### src/rtl/a2d_sched_pkg.sv
// a2d_sched_pkg: shared types, widths and helpers for the ADC128S conversion scheduler.
package a2d_sched_pkg;

    localparam int unsigned DATA_W = 12;
    localparam int unsigned CH_W   = 3;
    localparam int unsigned CMD_W  = 16;
    localparam int unsigned PTR_W  = 2;
    localparam int unsigned NUM_RR = 3;

    localparam logic [CH_W-1:0] LFT_CH  = 3'd0;
    localparam logic [CH_W-1:0] RGHT_CH = 3'd4;
    localparam logic [CH_W-1:0] BATT_CH = 3'd5;

    localparam logic [PTR_W-1:0] PTR_LFT  = 2'd0;
    localparam logic [PTR_W-1:0] PTR_RGHT = 2'd1;
    localparam logic [PTR_W-1:0] PTR_BATT = 2'd2;

    typedef enum logic [1:0] {IDLE, CNV1, GAP, CNV2} state_e;
    typedef enum logic {SRC_RR, SRC_OD} src_e;

    // SPI command word selecting an A2D channel
    function automatic logic [CMD_W-1:0] mk_cmd(input logic [CH_W-1:0] ch);
        return {2'b00, ch, 11'h000};
    endfunction

    function automatic logic [CH_W-1:0] rr_ch(input logic [PTR_W-1:0] ptr);
        case (ptr)
            PTR_RGHT: rr_ch = RGHT_CH;
            PTR_BATT: rr_ch = BATT_CH;
            default:  rr_ch = LFT_CH;
        endcase
    endfunction

endpackage

### src/rtl/a2d_ch_filt.sv
// a2d_ch_filt: rounding average of previous and new 12-bit sample; first sample after reset loads directly.
// Only compiled when A2D_SCHED_FILT_EN is defined.
`ifdef A2D_SCHED_FILT_EN
module a2d_ch_filt
    import a2d_sched_pkg::*;
(
    input  logic              clk,
    input  logic              rst_n,
    input  logic              ld_i,
    input  logic [DATA_W-1:0] smp_i,
    output logic [DATA_W-1:0] res_o
);

    logic [DATA_W-1:0] res_q, res_d;
    logic              vld_q, vld_d;
    logic [DATA_W:0]   sum_c;

    always_comb begin
        res_d = res_q;
        vld_d = vld_q;
        sum_c = (DATA_W+1)'(res_q) + (DATA_W+1)'(smp_i) + (DATA_W+1)'(1);
        if (ld_i) begin
            res_d = vld_q ? sum_c[DATA_W:1] : smp_i;
            vld_d = 1'b1;
        end
    end

    always_ff @(posedge clk or negedge rst_n) begin
        if (!rst_n) begin
            res_q <= '0;
            vld_q <= 1'b0;
        end else begin
            res_q <= res_d;
            vld_q <= vld_d;
        end
    end

    assign res_o = res_q;

endmodule
`endif

### src/rtl/a2d_sched.sv
// a2d_sched: round-robin (left, right, battery) and on-demand conversion scheduler for the ADC128S SPI master.
// Define A2D_SCHED_FILT_EN to average successive round-robin samples per channel.
module a2d_sched
    import a2d_sched_pkg::*;
(
    input  logic              clk,
    input  logic              rst_n,
    input  logic              nxt,
    input  logic              req,
    input  logic [CH_W-1:0]   req_ch,
    output logic              req_ack,
    output logic [DATA_W-1:0] req_data,
    output logic [DATA_W-1:0] lft_ld,
    output logic [DATA_W-1:0] rght_ld,
    output logic [DATA_W-1:0] batt,
    output logic              rr_done,
    output logic              busy,
    output logic              wrt,
    output logic [CMD_W-1:0]  wt_data,
    input  logic              done,
    input  logic [CMD_W-1:0]  rd_data
);

    state_e             state_q, state_d;
    src_e               src_q, src_d;
    logic [PTR_W-1:0]   ptr_q, ptr_d;
    logic               nxt_pend_q, nxt_pend_d;
    logic               wrt_q, wrt_d;
    logic [CMD_W-1:0]   wt_data_q, wt_data_d;
    logic               busy_q, busy_d;
    logic               req_ack_q, req_ack_d;
    logic               rr_done_q, rr_done_d;
    logic [DATA_W-1:0]  req_data_q, req_data_d;
    logic [NUM_RR-1:0]  rr_ld_c;
    logic [DATA_W-1:0]  smp_c;
    logic               unused_hi;

`ifndef A2D_SCHED_FILT_EN
    logic [DATA_W-1:0]  lft_q, lft_d, rght_q, rght_d, batt_q, batt_d;
`endif

    assign smp_c     = rd_data[DATA_W-1:0];
    assign unused_hi = ^rd_data[CMD_W-1:DATA_W];

    // Next-state, grant arbitration and result capture
    always_comb begin
        state_d    = state_q;
        src_d      = src_q;
        ptr_d      = ptr_q;
        nxt_pend_d = nxt_pend_q | nxt;
        wrt_d      = 1'b0;
        wt_data_d  = wt_data_q;
        req_ack_d  = 1'b0;
        rr_done_d  = 1'b0;
        req_data_d = req_data_q;
        rr_ld_c    = '0;

        case (state_q)
            IDLE: begin
                if (req) begin
                    src_d     = SRC_OD;
                    wt_data_d = mk_cmd(req_ch);
                    wrt_d     = 1'b1;
                    state_d   = CNV1;
                end else if (nxt_pend_q || nxt) begin
                    src_d      = SRC_RR;
                    wt_data_d  = mk_cmd(rr_ch(ptr_q));
                    wrt_d      = 1'b1;
                    state_d    = CNV1;
                    // a fresh nxt only re-arms if one was already pending
                    nxt_pend_d = nxt_pend_q & nxt;
                end
            end
            CNV1: begin
                if (done) state_d = GAP;
            end
            GAP: begin
                wrt_d   = 1'b1;
                state_d = CNV2;
            end
            CNV2: begin
                if (done) begin
                    state_d = IDLE;
                    if (src_q == SRC_OD) begin
                        req_data_d = smp_c;
                        req_ack_d  = 1'b1;
                    end else begin
                        rr_ld_c   = NUM_RR'(1) << ptr_q;
                        rr_done_d = 1'b1;
                        ptr_d     = (ptr_q == PTR_BATT) ? PTR_LFT : ptr_q + PTR_W'(1);
                    end
                end
            end
            default: state_d = IDLE;
        endcase

        busy_d = (state_d != IDLE);

`ifndef A2D_SCHED_FILT_EN
        lft_d  = lft_q;
        rght_d = rght_q;
        batt_d = batt_q;
        if (rr_ld_c[0]) lft_d  = smp_c;
        if (rr_ld_c[1]) rght_d = smp_c;
        if (rr_ld_c[2]) batt_d = smp_c;
`endif
    end

    always_ff @(posedge clk or negedge rst_n) begin
        if (!rst_n) begin
            state_q    <= IDLE;
            src_q      <= SRC_RR;
            ptr_q      <= PTR_LFT;
            nxt_pend_q <= 1'b0;
            wrt_q      <= 1'b0;
            wt_data_q  <= '0;
            busy_q     <= 1'b0;
            req_ack_q  <= 1'b0;
            rr_done_q  <= 1'b0;
            req_data_q <= '0;
`ifndef A2D_SCHED_FILT_EN
            lft_q      <= '0;
            rght_q     <= '0;
            batt_q     <= '0;
`endif
        end else begin
            state_q    <= state_d;
            src_q      <= src_d;
            ptr_q      <= ptr_d;
            nxt_pend_q <= nxt_pend_d;
            wrt_q      <= wrt_d;
            wt_data_q  <= wt_data_d;
            busy_q     <= busy_d;
            req_ack_q  <= req_ack_d;
            rr_done_q  <= rr_done_d;
            req_data_q <= req_data_d;
`ifndef A2D_SCHED_FILT_EN
            lft_q      <= lft_d;
            rght_q     <= rght_d;
            batt_q     <= batt_d;
`endif
        end
    end

`ifdef A2D_SCHED_FILT_EN
    a2d_ch_filt u_filt_lft  (.clk(clk), .rst_n(rst_n), .ld_i(rr_ld_c[0]), .smp_i(smp_c), .res_o(lft_ld));
    a2d_ch_filt u_filt_rght (.clk(clk), .rst_n(rst_n), .ld_i(rr_ld_c[1]), .smp_i(smp_c), .res_o(rght_ld));
    a2d_ch_filt u_filt_batt (.clk(clk), .rst_n(rst_n), .ld_i(rr_ld_c[2]), .smp_i(smp_c), .res_o(batt));
`else
    assign lft_ld  = lft_q;
    assign rght_ld = rght_q;
    assign batt    = batt_q;
`endif

    assign wrt      = wrt_q;
    assign wt_data  = wt_data_q;
    assign busy     = busy_q;
    assign req_ack  = req_ack_q;
    assign rr_done  = rr_done_q;
    assign req_data = req_data_q;

endmodule
### config.mk
export PLATFORM = sky130hd
export DESIGN_NAME = a2d_sched
export DESIGN_NICKNAME = d
export VERILOG_FILES = /design/src/rtl/a2d_sched_pkg.sv /design/src/rtl/a2d_ch_filt.sv /design/src/rtl/a2d_sched.sv
export SDC_FILE = /design/constraint.sdc
export NUM_CORES = 1
export LEC_CHECK = 0
export ABC_CLOCK_PERIOD_IN_PS = 2070
export CAP_MARGIN = 20
export CELL_PAD_IN_SITES_DETAIL_PLACEMENT = 1
export CELL_PAD_IN_SITES_GLOBAL_PLACEMENT = 1
export CORE_ASPECT_RATIO = 0.5
export CORE_MARGIN = 5
export CORE_UTILIZATION = 30
export CTS_BUF_LIST = sky130_fd_sc_hd__clkbuf_8
export DETAILED_ROUTE_END_ITERATION = 8
export HOLD_SLACK_MARGIN = 0.08
export PLACE_DENSITY = 0.78
export SKIP_CTS_REPAIR_TIMING = 1
export SYNTH_ARGS = -nofsm -noshare
export SYNTH_HDL_FRONTEND = slang
export SYNTH_HIERARCHICAL = 1
export SYNTH_SLANG_ARGS = --single-unit
### constraint.sdc
create_clock -name clk -period 2.07 [get_ports clk]
set_input_delay 0.621 -clock clk [delete_from_list [all_inputs] [get_ports clk]]
set_output_delay 0.621 -clock clk [all_outputs]
set_load 0.05 [all_outputs]
-- Yosys cells after proc, flatten, opt, wreduce, memory -nomap -nowiden
Index checks and enable logic that the tools add are counted.
- add/sub/neg operators: 1
- equal/unequal tests: 5
- shift-type cells: 1
- multiplexer cells: 26
- bitwise gates (word level): 3
- reductions and logical operators: 7
- operators by type and width (operator ; count):
    $mux 16 ; 2
    $mux 1 ; 13
    $mux 2 ; 5
    $mux 3 ; 3
    $pmux 2 s4 ; 1
    $eq 2x2->1 const B ; 3
    $pmux 3 s2 ; 1
    $reduce_and 3->1 ; 2
    $eq 2x1->1 const B ; 2
    $reduce_bool 2->1 ; 2
    $shl 1x2->3 const A ; 1
    $add 2x1->2 const B ; 1
    $logic_not 2->1 ; 1
    $pmux 1 s2 ; 1
    $reduce_and 2->1 ; 1
    $and 1x1->1 ; 1
    $logic_or 1x1->1 ; 1
    $not 1->1 ; 1
    $or 1x1->1 ; 1
- flip-flop bits (word level): 74
- input bits: 24
- output and inout bits: 68
- word-level logic and storage cells: 56

-- Longest topological paths before layout
- depth after elaboration: 5
- depth in mapped cells: 5
- gate-level depth less buffers: 4

-- Worst setup path before layout
Ideal clock, no wire load.
- path type: input-to-reg
- start: input port req
- end: register wt_data_q[11], in the netlist wt_data[11]
- arrival time: 1.576 ns
- required time: 1.945 ns
- setup slack: 0.370 ns
- stages on the path: 3
- buffers on the path: 1
- cell sequence: clkbuf_1 o31ai_1 mux2_2
- word-level cells in the longest chain between the ends: 2
- elaborated cells between the ends (all ways): 3
- RTL lines (item ; line ; text):
    from (decl) ; a2d_sched.sv:9 ; input logic req,
    $reduce_bool 2->1 (no line) ; - ;
    $reduce_and 2->1 (no line) ; - ;
    to (signal assigned) ; a2d_sched.sv:132 ; wt_data_q <= wt_data_d;
    to (decl) ; a2d_sched.sv:29 ; logic [CMD_W-1:0] wt_data_q, wt_data_d;
Several ways; a longest one is shown, not always the timed one.
A chain may end at the register's enable or synchronous reset.

-- Final worst setup path
- start: input port done
- end: register lft_q[0], in the netlist lft_ld[0]
- word-level cells in the longest chain between the ends: 2
- RTL lines (item ; line ; text):
    from (decl) ; a2d_sched.sv:20 ; input logic done,
    $mux 3 ; a2d_sched.sv:82 ; if (done) begin
    $mux 3 ; a2d_sched.sv:58 ; case (state_q)
    to (signal assigned) ; a2d_sched.sv:138 ; lft_q <= lft_d;
    to (decl) ; a2d_sched.sv:39 ; logic [DATA_W-1:0] lft_q, lft_d, rght_q, rght_d, batt_q, batt_d;
Every way passes these cells.

==> impl_results.md <==
* Status: finished clean
* Final Util at 41.6%
* Gpl congestion at 0.749
* Inst Count DP at 358
* Clock Sinks at 61
* Via/cell ratio at 4.25
* I/O pin cnt at 92
* Total iterations of the first detailed-routing run at 3
* Crit. End Element: register
* Share of layout cells above drive strength 1 at 52.9%
* Post-Synth Adder-Cell Area at 2.87%
* Pins Over Slew Limit at 0
* YS warnings at 6
* Detailed-route DRC error count at 0
* RSZ-0062 raised after global routing: false
* Fin crit share at 87.4%
* Worst slew pin tran at 0.603 ns
* Synth area leaders: dfrtp_1, mux2_4, mux2_2
* Starting DRC count in detailed routing at 58
* Num CTS Buffers at 9
* FF-to-FF path depth at 4
* Worst path required time at 2.29 ns
* Die height at 76.1 um
* Critical R2R Capture: lft_ld[0]
* Fmax at 0.553 GHz
* Largest net degree at the start of global routing at 38
* Total grt overflow at 0
* Most frequent cells in the layout: dfrtp_1, buf_4, mux2_4
* Mux cell area share after synthesis at 26.7%
* Max incr delay on CP at 0.43 ns
* Worst r2r src: state_q[0]
* Post-synth top area share at 58.3%
* R2R setup slack at 0.49 ns
* Setup Skew at 0.00929 ns
* Startpoint types: input pin
* Worst path cell trace: clkdlybuf4s50_1, and4b_1, buf_12, nand2_4, mux2_2
* Core area at 8620 sq um
* Die Span X at 142 um
* Register area share after synthesis at 58.3%
* Synth Area per Inst at 15.9 sq um
* Drt wl/cell at 17.2 um
* Final #Nets at 282
* Die area at 10,800 sq um
* Hold Fails Final Rpt at 0
* Setup TNS at 0 ns
* Yosys cell types at 24
* Worst Path Arrival at 2.03 ns
* Post-synthesis simple-gate area fraction at 3.30%
* Final critical-path required period at 1.81 ns
* Crit path max-delay cell type: clkdlybuf4s50_1
* CTS tree: done
* Critical Path Source: done
* First-pass GRT wire length at 10,300 um
* Rows at 24
* Layout Cells excl Fill at 374
* ANT nets after route at 0
* DR vias at 1,590
* H-tree Lvls at 3
* ANT cells at 0
* Detail Placement HPWL at 4820 um
* Yosys reg bits at 61
* Biggest area consumer among synthesized cells: dfrtp_1
* CP Capture Point: lft_ld[0]
* Crit Path Class: input pin to register
* Worst Path Max Fanout at 12
* HP Class: input pin to asynchronous set/reset pin
* IO buf count at 74
* Antenna violations before repair at 0
* Synthesis-to-finish area growth at 36.9%
* Max Cap Violations at 0
* CTS root buf: clkbuf_8
* Initial core utilization at 30.4%
* Max Buffers Root-to-Sink at 2
* Compound-cell area share of the yosys netlist at 2.20%
* Synth Area in XOR/XNOR at 0.334%
* Max_slew headroom at 59.8%
* Worst-path clk slew at 0.07 ns
* Largest family of logic cells by synthesized area: multiplexers
* Total wire length at 6430 um
* Synthesized cell area at 2620 sq um
* Total global-route track usage at 12.6%
* Vias in the first global route at 1,863
* Final setup violation count at 0
* Mapped Cells at 165
* Worst skew pair latency at 0.34 ns
==> cell families after synthesis <==
group,after synthesis
buffers and inverters,22
AOI/OAI and AO/OA,9
and+or+nand+nor,13
DFF,61
other,1
muxes,52
xor gates and xnor gates,1
adders and majority gates,6
==> critical path: cells and delay by family <==
kind	cells	cell delay, ns
buffers and inverters	2	0.57
multiplexers	1	0.38
AND/OR/NAND/NOR	2	0.45
==> cells in the mapped netlist <==
cell type / n
a21oi_1: 3
a22o_1: 1
a31oi_1: 1
a32o_1: 1
and2b_1: 1
and4b_1: 1
buf_2: 1
buf_4: 13
buf_6: 4
clkbuf_1: 1
conb_1: 1
dfrtp_1: 61
ha_1: 6
inv_1: 3
mux2_2: 22
mux2_4: 30
nand2_1: 3
nand2_4: 3
nand4_1: 1
nor2_1: 3
nor4_1: 1
o21ai_0: 2
o31ai_1: 1
xnor2_1: 1
==> per-stage QoR <==
step	hold slack, ns	worst slack (ns)	area (sq um)
finish	0.286	0.260	3580
global route	0.307	0.238	3580
CTS	0.286	0.264	3580
detailed placement	0.490	-0.109	3360
global placement	0.488	-0.0712	3360
floorplan	0.325	0.370	2660
==> flip-flops by register name, summed over array words and instances (netlist names) <==
name / cells
batt: 12
busy: 1
lft_ld: 12
nxt_pend_q: 1
ptr_q: 2
req_ack: 1
req_data: 12
rght_ld: 12
rr_done: 1
src_q: 1
state_q: 2
wrt: 1
wt_data: 3
==> final cells by class <==
type	instances	area [sq um]
Clock inverter	7	98.8
Inverter	3	11.3
Fill cell	892	5030
Timing Repair Buffer	83	703
Multi-Input combinational cell	94	975
Clock buffer	9	124
Tap cell	117	146
Sequential cell	61	1530
==> how the worst min path moves through the flow <==
stage / start / end / slack (ns) / depth (start not counted)
floorplan: rst_n / batt[0] / 0.33 / 0
CTS: rst_n / state_q[1] / 0.29 / 1
detailed placement: wt_data[12] / wt_data[12] / 0.49 / 1
finish: rst_n / rr_done / 0.29 / 1
global placement: wt_data[12] / wt_data[12] / 0.49 / 1
global route: rst_n / state_q[1] / 0.31 / 1
==> routing by layer <==
metal	routed length, um	global-route usage [%]
met2	3540	22.3
met4	96	4.89
met1	2500	13.8
met3	301	4.39
met5	0	0
Power is left out: the tool's default activity adds up to more than one toggle a clock period on the data nets, which glitch-free logic cannot reach.
